--- config.mk ---
export PLATFORM = sky130hd
export DESIGN_NAME = fe_capture_sequencer
export DESIGN_NICKNAME = d
export VERILOG_FILES = /design/src/rtl/fe_capture_sequencer.sv
export SDC_FILE = /design/constraint.sdc
export NUM_CORES = 1
export LEC_CHECK = 0
export BUFFER_PORTS_ARGS = -buffer_cell sky130_fd_sc_hd__buf_2
export CELL_PAD_IN_SITES_DETAIL_PLACEMENT = 0
export CELL_PAD_IN_SITES_GLOBAL_PLACEMENT = 1
export CORE_MARGIN = 2
export CORE_UTILIZATION = 39
export DETAILED_ROUTE_END_ITERATION = 8
export PLACE_DENSITY_LB_ADDON = 0.1
export REMOVE_ABC_BUFFERS = 1
export SLEW_MARGIN = 20
export SYNTH_ARGS = -nofsm -noshare
export SYNTH_HDL_FRONTEND = slang
export SYNTH_SLANG_ARGS = --single-unit
export TNS_END_PERCENT = 10
--- constraint.sdc ---
create_clock -name fe_clk -period 2.3 [get_ports fe_clk]
set_input_delay 0.69 -clock fe_clk [delete_from_list [all_inputs] [get_ports fe_clk]]
set_output_delay 0.69 -clock fe_clk [all_outputs]
set_load 0.005 [all_outputs]
--- src/rtl/fe_capture_sequencer.sv ---
// fe_capture_sequencer: arm -> flush -> trigger delay -> capture window sequencer for the front-end capture path.
// Optional FE_SEQ_MULTI_TRIG_EN: several trigger windows per arm (otherwise exactly one).
module fe_capture_sequencer #(
    parameter int pDELAY_WIDTH      = 20,
    parameter int pWINDOW_WIDTH     = 20,
    parameter int pTRIG_COUNT_WIDTH = 8
) (
    input  logic                         fe_clk,
    input  logic                         reset_n,
    input  logic                         I_arm,
    input  logic                         I_abort,
    input  logic                         I_trigger,
    input  logic [pDELAY_WIDTH-1:0]      I_trig_delay,
    input  logic [pWINDOW_WIDTH-1:0]     I_window_len,
    input  logic [pTRIG_COUNT_WIDTH-1:0] I_num_triggers,
    input  logic                         I_fifo_empty,
    input  logic                         I_capturing,
    output logic                         O_flush,
    output logic                         O_capture_enable,
    output logic                         O_armed,
    output logic                         O_done,
    output logic [pTRIG_COUNT_WIDTH-1:0] O_trig_count,
    output logic [2:0]                   O_state
);
    typedef enum logic [2:0] {
        IDLE    = 3'd0,
        FLUSH   = 3'd1,
        ARMED   = 3'd2,
        DELAY   = 3'd3,
        CAPTURE = 3'd4,
        DONE    = 3'd5
    } state_t;

    state_t                       state;
    logic                         arm_r, trig_r, primed, seen_capturing;
    logic [pDELAY_WIDTH-1:0]      delay_cnt;
    logic [pWINDOW_WIDTH-1:0]     win_cnt, win_len;
    logic [pTRIG_COUNT_WIDTH-1:0] next_count;
    logic                         arm_edge, trig_edge, abort_act, start, win_end, last_window;

    // Edges are ignored on the first clock after reset so a held-high input cannot fire.
    assign arm_edge   = primed & I_arm & ~arm_r;
    assign trig_edge  = primed & I_trigger & ~trig_r;
    assign abort_act  = I_abort & (state != IDLE);
    assign start      = arm_edge & ~abort_act & ((state == IDLE) | (state == DONE));
    assign win_end    = (win_len != '0) ? (win_cnt == win_len) : (seen_capturing & ~I_capturing);
    assign next_count = O_trig_count + pTRIG_COUNT_WIDTH'(1);
    assign O_state    = state;

`ifdef FE_SEQ_MULTI_TRIG_EN
    logic [pTRIG_COUNT_WIDTH-1:0] num_trig;

    assign last_window = next_count >= num_trig;

    always_ff @(posedge fe_clk or negedge reset_n) begin
        if (!reset_n)
            num_trig <= '0;
        else if (start)
            num_trig <= (I_num_triggers == '0) ? pTRIG_COUNT_WIDTH'(1) : I_num_triggers;
    end
`else
    logic unused_num_triggers;

    assign unused_num_triggers = ^I_num_triggers;
    assign last_window         = 1'b1;
`endif

    always_ff @(posedge fe_clk or negedge reset_n) begin
        if (!reset_n) begin
            state            <= IDLE;
            arm_r            <= 1'b0;
            trig_r           <= 1'b0;
            primed           <= 1'b0;
            seen_capturing   <= 1'b0;
            delay_cnt        <= '0;
            win_cnt          <= '0;
            win_len          <= '0;
            O_flush          <= 1'b0;
            O_capture_enable <= 1'b0;
            O_armed          <= 1'b0;
            O_done           <= 1'b0;
            O_trig_count     <= '0;
        end else begin
            arm_r  <= I_arm;
            trig_r <= I_trigger;
            primed <= 1'b1;
            if (abort_act) begin
                state            <= IDLE;
                O_flush          <= 1'b0;
                O_capture_enable <= 1'b0;
                O_armed          <= 1'b0;
                O_done           <= 1'b1;
            end else begin
                case (state)
                    IDLE, DONE: if (start) begin
                        state        <= FLUSH;
                        O_flush      <= 1'b1;
                        O_done       <= 1'b0;
                        O_trig_count <= '0;
                    end
                    FLUSH: if (I_fifo_empty) begin
                        state   <= ARMED;
                        O_flush <= 1'b0;
                        O_armed <= 1'b1;
                    end
                    ARMED: if (trig_edge) begin
                        O_armed        <= 1'b0;
                        delay_cnt      <= I_trig_delay;
                        win_len        <= I_window_len;
                        win_cnt        <= pWINDOW_WIDTH'(1);
                        seen_capturing <= 1'b0;
                        if (I_trig_delay == '0) begin
                            state            <= CAPTURE;
                            O_capture_enable <= 1'b1;
                        end else begin
                            state <= DELAY;
                        end
                    end
                    DELAY: if (delay_cnt == pDELAY_WIDTH'(1)) begin
                        state            <= CAPTURE;
                        O_capture_enable <= 1'b1;
                        win_len          <= I_window_len;
                        win_cnt          <= pWINDOW_WIDTH'(1);
                        seen_capturing   <= 1'b0;
                    end else begin
                        delay_cnt <= delay_cnt - pDELAY_WIDTH'(1);
                    end
                    CAPTURE: if (win_end) begin
                        O_capture_enable <= 1'b0;
                        O_trig_count     <= next_count;
                        state            <= last_window ? DONE : ARMED;
                        O_done           <= last_window;
                        O_armed          <= ~last_window;
                    end else begin
                        seen_capturing <= seen_capturing | I_capturing;
                        if (win_len != '0)
                            win_cnt <= win_cnt + pWINDOW_WIDTH'(1);
                    end
                    default: state <= IDLE;
                endcase
            end
        end
    end
endmodule
==> load_flow_metrics.sql <==
INSERT INTO impl_metrics (metric_group, metric, value, unit) VALUES
('clocking', 'cts_inserted_buffers', '9', ''),
('sta', 'setup_viol_count_final', '5', ''),
('sta', 'grt_setup_unrepaired', 'true', ''),
('finish', 'multi_input_area', '2530', 'um2'),
('floorplan', 'chipHeight', '112', 'um'),
('finish', 'area_delta_synth_final', '37.2', '%'),
('sta', 'max_freq', '0.423', 'GHz'),
('worst_setup_path', 'worst_path_max_delay_cell', 'or4b_4', ''),
('placement', 'hpwlAfterDp', '9.36', 'mm'),
('worst_setup_path', 'cp_max_fo', '10', ''),
('placement', 'routabilityCongestion', '0.819', ''),
('routing', 'wl_per_cell', '15.5', 'um'),
('floorplan', 'rows', '39', ''),
('power', 'power_density', '1100', 'nW/um2'),
('logic_synthesis', 'synth_top_area_share', '43.7', '%'),
('global_route', 'via_count_of_the_first_global_routing_pass', '4457', ''),
('routing', 'post-route-drc-count', '0', ''),
('clocking', 'clock_tree_root_driver_cell', 'clkbuf_16', ''),
('power', 'leakage', '2.92', 'nW'),
('global_route', 'grt_start_max_net_pins', '36', ''),
('clocking', 'clk_path_buf_depth', '2', ''),
('logic_synthesis', 'netlist-cell-type-count', '53', ''),
('worst_setup_path', 'timing.critical_path.cells', 'nor4_4 -> nand3_2 -> or4b_4 -> o31ai_4 -> o21ai_2 -> buf_6 -> or3_1 -> a21oi_2', ''),
('logic_synthesis', 'ys.warnings.count', '0', ''),
('routing', 'final_antenna_net_count', '0', ''),
('routing', 'route.detailed.vias_per_inst', '5.47', ''),
('placement', 'place.detailed.instances', '818', ''),
('worst_hold_path', 'min-delay-path-class', 'input pin to async pin', ''),
('finish', 'fin_nets', '751', ''),
('clocking', 'ctsHtreeMaxLevel', '3', ''),
('finish', 'final_cell_mix', '101 x nand2_1, 98 x buf_4, 77 x dfrtp_1', ''),
('clocking', 'clk_pin_slew_worst_paths', '0.06', 'ns'),
('sta', 'finalWorstSetupSlack', '-0.0632', 'ns'),
('sta', 'final-max-slew-violation-count', '0', ''),
('routing', 'finalWirelength', '13.0', 'mm'),
('placement', 'port-buffer-count', '61', ''),
('sta', 'finalHoldViolCount', '0', ''),
('finish', 'stdcell_count', '840', ''),
('routing', 'routed-via-count', '4591', ''),
('logic_synthesis', 'yosysSeqAreaShare', '43.7', '%'),
('routing', 'dr.pass1.iters', '5', ''),
('finish', 'layout-drive-gt1-share', '29.8', '%'),
('worst_setup_path', 'timing.critical_path.slowest_cell_delay', '0.57', 'ns'),
('worst_setup_path', 'timing_worst_setup_path_type', 'flip-flop to flip-flop', ''),
('logic_synthesis', 'mappedNetlistArea', '4530', 'um2'),
('logic_synthesis', 'synth_top_area_cell', 'dfrtp_1', ''),
('global_route', 'initial_antenna_violation_count', '0', ''),
('global_route', 'grt_overflow', '0', ''),
('logic_synthesis', 'synth.top_cells.by_area', 'dfrtp_1 44%, nand2_1 8.5%, a21oi_1 4.6%, xor2_1 4.4%, nor2_1 4.2%', ''),
('global_route', 'grt_pass1_wl', '22.1', 'mm'),
('outcome', 'outcome', 'complete, but fails checks', ''),
('worst_setup_path', 'worstPathArrival', '2.63', 'ns'),
('floorplan', 'start_util', '39.8', '%'),
('worst_setup_path', 'critical_path_required', '2.57', 'ns'),
('global_route', 'grtUsageTotal', '21.7', '%'),
('sta', 'final.setup_skew', '0.00666', 'ns'),
('routing', 'drt-initial-drc-count', '281', ''),
('finish', 'number_of_inserted_filler_cells_in_the_final_layout', '1119', ''),
('finish', 'sequential_cell_area', '1980', 'um2'),
('power', 'total_power', '6.83', 'mW'),
('logic_synthesis', 'synth.avg_cell_area', '8.41', 'um2'),
('worst_setup_path', 'worstSetupStartpointType', 'flip-flop', ''),
('clocking', 'clock_insertion_delay_worst_skew', '0.34', 'ns'),
('floorplan', 'core_area', '11400', 'um2'),
('power', 'worst_ir_drop_vdd', '464', 'uV'),
('job', 'max_cap_violations', '0', ''),
('logic_synthesis', 'syn_inst', '538', ''),
('logic_synthesis', 'yosys_register_bits', '79', ''),
('worst_setup_path', 'capturing_element_type_of_the_critical_path', 'flip-flop', ''),
('floorplan', 'design.die.area', '12500', 'um2'),
('finish', 'layout_commonest_cell', 'nand2_1', ''),
('clocking', 'tritoncts_clock_tree', 'yes', ''),
('sta', 'timing.final.crit_period', '2.36', 'ns'),
('outcome', 'violations', 'setup timing', ''),
('sta', 'min_period_over_period', '103', '%'),
('floorplan', 'die_width', '112', 'um'),
('clocking', 'clock_sink_count', '79', ''),
('floorplan', 'io-pin-count', '70', ''),
('finish', 'num_antenna_cells', '0', '');
routing by layer:
layer	up-vias	global-route usage [%]	part of all wire (%)
li1	2253	-	-
met1	2213	30.9	48
met2	111	34.3	46
met3	14	2.89	4.3
met4	0	7.49	1.6
met5	-	0	0
synthesized netlist by cell type (all sizes together):
| cell | n |
|---|---|
| and3 | 5 |
| and2 | 1 |
| xor2 | 23 |
| nor2 | 51 |
| a211oi | 1 |
| or4 | 8 |
| a21o | 1 |
| o22a | 2 |
| nand2b | 7 |
| o22ai | 4 |
| mux2i | 4 |
| nor3 | 16 |
| a32oi | 1 |
| o211ai | 8 |
| a2111oi | 1 |
| ha | 4 |
| or2 | 1 |
| nor4 | 25 |
| a22oi | 6 |
| nand3b | 2 |
| or4b | 1 |
| o21a | 5 |
| o31ai | 7 |
| a21oi | 42 |
| o21ai | 40 |
| a21boi | 1 |
| o31a | 3 |
| o2111ai | 1 |
| o2bb2ai | 2 |
| nand2 | 103 |
| o41ai | 3 |
| or3 | 14 |
| inv | 9 |
| o21ba | 1 |
| a32o | 2 |
| a31oi | 4 |
| clkbuf | 16 |
| nand3 | 19 |
| dfrtp | 79 |
| conb | 1 |
| nand4 | 6 |
| buf | 7 |
| a221oi | 1 |
metrics by stage:
| stage | setup slack, ns | utilization, % | TNS [ns] | cell area (um2) | hold WS, ns |
|---|---|---|---|---|---|
| floorplan | -0.546 | - | -18.04 | 4430 | 0.394 |
| global placement | -0.195 | 50.3 | -2.43 | 5720 | 0.476 |
| detailed placement | -0.237 | 50.3 | -3.12 | 5720 | 0.502 |
| CTS | -0.130 | 54.0 | -0.601 | 6140 | 0.300 |
| global route | -0.203 | 54.6 | -2.48 | 6210 | 0.323 |
| finish | -0.0632 | 54.6 | -0.211 | 6210 | 0.290 |
cell families after synthesis:
group,synth area share (%)
compound gates,19.1
simple gates,27.7
fa+ha+maj,1.11
mux,0.885
buf+inv,2.99
flops,43.7
xor+xnor,4.45
other cells,0.0828
area by class of cell:
type | instances | share of cell area (%)
Inverter | 9 | 0.544
Multi-Input combinational cell | 428 | 40.7
Timing Repair Buffer | 165 | 18.8
Clock inverter | 4 | 1.25
Clock buffer | 12 | 3.97
Sequential cell | 79 | 31.9
Tap cell | 143 | 2.88
state kept, by name (all words and copies together), names as in the netlist:
signal	flops
O_capture_enable	1
O_done	1
O_trig_count	8
O_flush	1
O_armed	1
trig_r	1
win_cnt	20
O_state	3
arm_r	1
seen_capturing	1
delay_cnt	20
primed	1
win_len	20
timing repair:
| item | 4_1_cts | 5_1_grt |
|---|---|---|
| setup buffers | 5 | 0 |
| gates resized for setup | 6 | 16 |
| pin swaps | 6 | 19 |
| endpoints found under the setup margin | 27 | 59 |
| cloned | 1 | 0 |
| endpoints found under the hold margin | 0 | 0 |
| hold buffers | 0 | 0 |
power by group:
part	switching (mW)	total (mW)	internal, mW
clock	0.587	1.57	0.987
sequential	0.406	2.23	1.83
combinational	1.59	3.02	1.43
path summary, 6_finish.rpt:
check,startpoint,endpoint,slack [ns],cells after the start
worst min register to register,delay_cnt[19],delay_cnt[19],0.51,2
worst min-delay path,reset_n,primed,0.29,1
min in group fe_clk,I_trigger,trig_r,0.47,1
max in group asynchronous,reset_n,win_len[18],1.41,2
worst max register to register,win_len[18],O_trig_count[6],-0.06,8
worst max-delay path,win_len[18],O_trig_count[6],-0.06,8
critical path, delay by kind of cell (launching register included):
kind | cells | cell delay (ns)
flip-flops | 1 | 0.45
AND/OR/NAND/NOR | 4 | 1.39
buffers and inverters | 1 | 0.14
AO/OA/AOI/OAI | 3 | 0.32
(Power assumes the default switching activity.)
